$ cat config.mk
export PLATFORM = sky130hd
export DESIGN_NAME = core_imm_enc
export DESIGN_NICKNAME = d
export VERILOG_FILES = /design/src/rtl/core_imm_enc.sv
export SDC_FILE = /design/constraint.sdc
export NUM_CORES = 1
export LEC_CHECK = 0
export CORE_MARGIN = 1.5
export CORE_UTILIZATION = 57
export CTS_CLUSTER_DIAMETER = 30
export DETAILED_ROUTE_END_ITERATION = 8
export DONT_BUFFER_PORTS = 1
export GPL_TIMING_DRIVEN = 0
export PLACE_DENSITY = 0.72
export SLEW_MARGIN = 20
export SYNTH_ARGS = -nofsm -noshare
export SYNTH_HDL_FRONTEND = slang
export SYNTH_SLANG_ARGS = --single-unit
$ cat constraint.sdc
create_clock -name clk_i -period 2.9 [get_ports clk_i]
set_input_delay 0.145 -clock clk_i [delete_from_list [all_inputs] [get_ports clk_i]]
set_output_delay 0.145 -clock clk_i [all_outputs]
set_load 0.005 [all_outputs]
$ cat src/rtl/core_imm_enc.sv
`timescale 1ns/1ps
// Immediate encoder: writes a 32-bit immediate into the I/S/B/U/J fields of a
// base instruction through a two-stage valid/ready pipeline with error counting.
module core_imm_enc #(
    parameter int unsigned ERR_CNT_W = 8
) (
    input  logic                 clk_i,
    input  logic                 rst_ni,
    input  logic                 req_valid_i,
    output logic                 req_ready_o,
    input  logic [31:0]          req_inst_i,
    input  logic [31:0]          req_imm_i,
    input  logic                 req_sel_imm_i_i,
    input  logic                 req_sel_imm_s_i,
    input  logic                 req_sel_imm_b_i,
    input  logic                 req_sel_imm_u_i,
    input  logic                 req_sel_imm_j_i,
    output logic                 rsp_valid_o,
    input  logic                 rsp_ready_i,
    output logic [31:0]          rsp_inst_o,
    output logic                 rsp_err_o,
    output logic [ERR_CNT_W-1:0] err_cnt_o,
    input  logic                 err_cnt_clr_i
);

    localparam int unsigned XLEN  = 32;
    localparam int unsigned NSEL  = 5;
    localparam int unsigned SEL_I = 0;
    localparam int unsigned SEL_S = 1;
    localparam int unsigned SEL_B = 2;
    localparam int unsigned SEL_U = 3;
    localparam int unsigned SEL_J = 4;

    logic            s1_valid;
    logic [XLEN-1:0] s1_inst;
    logic [XLEN-1:0] s1_imm;
    logic [NSEL-1:0] s1_sel;
    logic            s2_adv;
    logic [XLEN-1:0] enc_inst;
    logic            enc_err;
    logic            multi_sel;
    logic            sx11;
    logic            sx12;
    logic            sx20;
    logic            rsp_hs;

    // S2 can take new data when empty or draining this cycle; S1 likewise behind it.
    assign s2_adv      = !rsp_valid_o || rsp_ready_i;
    assign req_ready_o = !s1_valid || s2_adv;
    assign rsp_hs      = rsp_valid_o && rsp_ready_i;

    always_ff @(posedge clk_i or negedge rst_ni) begin
        if (!rst_ni) begin
            s1_valid <= 1'b0;
            s1_inst  <= '0;
            s1_imm   <= '0;
            s1_sel   <= '0;
        end else if (req_ready_o) begin
            s1_valid <= req_valid_i;
            if (req_valid_i) begin
                s1_inst <= req_inst_i;
                s1_imm  <= req_imm_i;
                s1_sel  <= {req_sel_imm_j_i, req_sel_imm_u_i, req_sel_imm_b_i,
                            req_sel_imm_s_i, req_sel_imm_i_i};
            end
        end
    end

    // Range checks: the upper bits must be a pure sign extension.
    assign sx11      = (&s1_imm[31:11]) || !(|s1_imm[31:11]);
    assign sx12      = (&s1_imm[31:12]) || !(|s1_imm[31:12]);
    assign sx20      = (&s1_imm[31:20]) || !(|s1_imm[31:20]);
    assign multi_sel = |(s1_sel & (s1_sel - NSEL'(1)));

    always_comb begin
        enc_inst = s1_inst;
        enc_err  = 1'b0;
        if (s1_sel[SEL_I]) begin
            enc_inst[31:20] = s1_imm[11:0];
            enc_err         = !sx11;
        end else if (s1_sel[SEL_S]) begin
            enc_inst[31:25] = s1_imm[11:5];
            enc_inst[11:7]  = s1_imm[4:0];
            enc_err         = !sx11;
        end else if (s1_sel[SEL_B]) begin
            enc_inst[31]    = s1_imm[12];
            enc_inst[7]     = s1_imm[11];
            enc_inst[30:25] = s1_imm[10:5];
            enc_inst[11:8]  = s1_imm[4:1];
            enc_err         = s1_imm[0] || !sx12;
        end else if (s1_sel[SEL_U]) begin
            enc_inst[31:12] = s1_imm[31:12];
            enc_err         = |s1_imm[11:0];
        end else if (s1_sel[SEL_J]) begin
            enc_inst[31]    = s1_imm[20];
            enc_inst[19:12] = s1_imm[19:12];
            enc_inst[20]    = s1_imm[11];
            enc_inst[30:21] = s1_imm[10:1];
            enc_err         = s1_imm[0] || !sx20;
        end
        if (multi_sel) begin
            enc_err = 1'b1;
        end
    end

    always_ff @(posedge clk_i or negedge rst_ni) begin
        if (!rst_ni) begin
            rsp_valid_o <= 1'b0;
            rsp_inst_o  <= '0;
            rsp_err_o   <= 1'b0;
        end else if (s2_adv) begin
            rsp_valid_o <= s1_valid;
            if (s1_valid) begin
                rsp_inst_o <= enc_inst;
                rsp_err_o  <= enc_err;
            end
        end
    end

    // Saturating count of error responses; clear takes precedence.
    always_ff @(posedge clk_i or negedge rst_ni) begin
        if (!rst_ni) begin
            err_cnt_o <= '0;
        end else if (err_cnt_clr_i) begin
            err_cnt_o <= '0;
        end else if (rsp_hs && rsp_err_o && (err_cnt_o != {ERR_CNT_W{1'b1}})) begin
            err_cnt_o <= err_cnt_o + ERR_CNT_W'(1);
        end
    end

endmodule

==> flow_summary_export.csv <==
group,metric,value,unit
cells_and_area,fill_cells,606,
cts,cts_tree,"yes",
min_path,hp-start,"rsp_ready_i",
cells_and_area,nets,574,
pwr,powerDensity,614,nW/µm²
die,start_util,0.597,
placed_design,hpwlAfterDp,7870,µm
sta,worst_pin_slew,0.740,ns
critical_path,arrival,2.52,ns
cts,cts_buffer_depth,2,
yosys,synth-seq-cells,112,
critical_path,critPathMaxFanout,10,
global_routing,grtUsageTotal,0.271,
cells_and_area,final_cells,610,
critical_path,critPathTopFamily,"buffers and inverters",
global_routing,grt_antenna_before_repair,0,
die,die_w,96.5,µm
sta,finalHoldViolations,0,
critical_path,cp_num_buf_inv,2,
detailed_routing,wl_met3,914,µm
cells_and_area,area.growth.synth_to_final,21.6,%
critical_path,r2r-start,"rsp_valid_o$_DFFE_PN0P_",
die,die_area,9300,µm²
detailed_routing,routedWlPerCell,19.5,µm
yosys,synth_top_area_cell,"dfrtp_1",
die,core.rowCount,33,
sta,clock_skew,0.0147,ns
cts,htree_levels,3,
cells_and_area,final_cell_mix,"112 x dfrtp_1, 79 x mux2_2, 72 x dlygate4sd3_1, 36 x nand2_1, 30 x o21ai_0",
detailed_routing,vias_per_cell,5.95,
critical_path,startpoint,"rsp_valid_o$_DFFE_PN0P_",
critical_path,timing_worst_setup_path_type,"register to register",
cells_and_area,drive_gt1_frac,0.204,
sta,maxSlewViolCount,0,
cts,clock_latency,0.38,ns
cts,postCtsResizedCells,0,
critical_path,cp-end-kind,"register",
detailed_routing,wl_met1,4920,µm
cells_and_area,layout_commonest_cell,"dfrtp_1",
sta,post-route-period-util,0.778,
run_status,outcome,"finished, final reports clean",
placed_design,placed_cells,520,
die,coreArea,8340,µm²
global_routing,grt_max_degree,113,
detailed_routing,drtAntennaViolNets,0,
cts,cts_hold_buf,73,
yosys,syn_area_per_cell,12.0,µm²
yosys,synth-edff-count,0,
yosys,synth_nets,490,
yosys,syn_area,4980,µm²
die,die_h,96.5,µm
detailed_routing,met2_length,5840,µm
critical_path,cp_slowest_stage_delay,0.54,ns
detailed_routing,wirelength,11900,µm
detailed_routing,num_vias,3631,
yosys,ys.flop_type,"dfrtp_1",
yosys,yosysSeqAreaShare,0.563,
pwr,peakVddDrop,0.408,mV
die,pin_count,117,
sta,finalSetupTns,0,ns
critical_path,cp.required,3.17,ns
cts,clk_pin_slew,0.10,ns
yosys,syn_inst,415,
detailed_routing,dr.first_iter.drc_count,234,
sta,fmax,443,MHz
cells_and_area,finish.utilization,0.726,
critical_path,ff2ff_setup_slack,0.64,ns
sta,slew_headroom,0.506,
yosys,netlist.area_leader.share,0.563,
critical_path,path_cells,"nand3b_1 -> nand2_1 -> buf_2 -> buf_1 -> mux2_2",
detailed_routing,maxUsedRoutingLayer,"met4",
critical_path,cp_slowest_cell,"buf_1",
sta,setup-violations-final,0,
cts,root_buffer,"clkbuf_8",
sta,finalCriticalPeriod,2.26,ns
placed_design,gp_congestion,0.888,
yosys,synth.distinct_cells,41,
cts,postCtsSetupBuffers,0,
yosys,synth_warnings,0,
global_routing,grt_pass1_wl,18700,µm
flow_run,drv_cap,0,
cts,cts_buffers,9,
yosys,ys_async_sr_fraction,1.00,
detailed_routing,first_pass_iters,5,
sta,rsz0062_at_grt,"no",
global_routing,grt_overflow,0,
detailed_routing,post-route-drc-count,0,
cts,cts_sinks,112,
min_path,worstHoldPathType,"input pin to register",
critical_path,start_kind,"register",
yosys,synthTopCellsByArea,"dfrtp_1 56%, mux2_2 18%, mux2i_1 3.6%",
placed_design,port_buffers,0,
global_routing,grt_pass1_vias,3791,
pwr,power.leakage,0.00249,µW
## worst reg2reg max path, delay by kind of cell (launching register included)
kind	cells	cell delay, ns
AND/OR/NAND/NOR	2	0.42
flip-flops	1	0.42
multiplexers	1	0.40
buffers and inverters	2	0.90
## through the flow
stage          area (µm²)  worst slack [ns]  hold slack [ns]  total power [µW]
2_1_floorplan        4980             0.869           -0.151              2520
3_3_place_gp         5110             0.702           -0.149              2680
3_5_place_dp         5110             0.665           -0.149              2710
4_1_cts              6050             0.645          0.00281              3730
5_1_grt              6050             0.509           0.0260              3920
6_report             6050             0.644           0.0166              3720
## layout make-up
| cell class | instances | area, µm² | area share |
|---|---|---|---|
| clock buffer | 10 | 138 | 0.0227 |
| inverter | 6 | 22.5 | 0.00372 |
| tap | 105 | 131 | 0.0217 |
| buffer | 25 | 111 | 0.0184 |
| timing repair buffer | 73 | 748 | 0.124 |
| antenna | 1 | 2.50 | 0.000413 |
| multi-input combinational | 272 | 2040 | 0.337 |
| clock inverter | 6 | 56.3 | 0.00930 |
| sequential | 112 | 2800 | 0.463 |
## final timing paths
path	to	depth (start not counted)
max	s1_sel[1]$_DFFE_PN0P_	5
max in group asynchronous	s1_imm[22]$_DFFE_PN0P_	2
min reg2reg	rsp_inst_o[2]$_DFFE_PN0P_	1
max reg2reg	s1_sel[1]$_DFFE_PN0P_	5
min in group asynchronous	rsp_inst_o[29]$_DFFE_PN0P_	2
min	s1_valid$_DFFE_PN0N_	2
## registers in the layout, indices dropped and copies added (netlist names)
name and count:
err_cnt_o 8, rsp_err_o 1, rsp_inst_o 32, rsp_valid_o 1, s1_imm 32, s1_inst 32
s1_sel 5, s1_valid 1
## layer usage
| layer | GRT usage | up-vias |
|---|---|---|
| li1 | - | 1667 |
| met1 | 0.334 | 1785 |
| met2 | 0.449 | 150 |
| met3 | 0.0790 | 29 |
| met4 | 0.103 | 0 |
| met5 | 0 | - |
## synth_stat cells (2+ instances only)
cell type / number
and3_1: 2
or3_1: 3
nand2_1: 36
clkbuf_1: 14
nand4_1: 7
o21ai_0: 30
mux2_2: 79
mux2i_1: 18
dfrtp_1: 112
nor3_1: 8
nor4_1: 6
a31oi_1: 4
xnor2_1: 5
buf_1: 7
nand3_1: 3
inv_1: 6
nor2_1: 22
nand2b_1: 3
a21oi_1: 11
buf_2: 2
buf_6: 2
nand3b_1: 7
a221oi_1: 8
or4_1: 3
## where the power goes
group	switching (µW)	internal, µW
sequential	242	1830
clock	557	356
combinational	346	385
## kinds of logic (layout without fill, tap and decap cells)
logic type	Yosys count	count (layout)	share of synthesized area
AOI/OAI and AO/OA	62	62	0.0762
xor gates and xnor gates	6	6	0.0106
adders and majority gates	3	3	0.00679
buffers and inverters	31	120	0.0269
DFF	112	112	0.563
muxes	97	97	0.215
other	0	1	0
and+or+nand+nor	104	104	0.102
No activity file was read; power rests on OpenSTA's default activity.
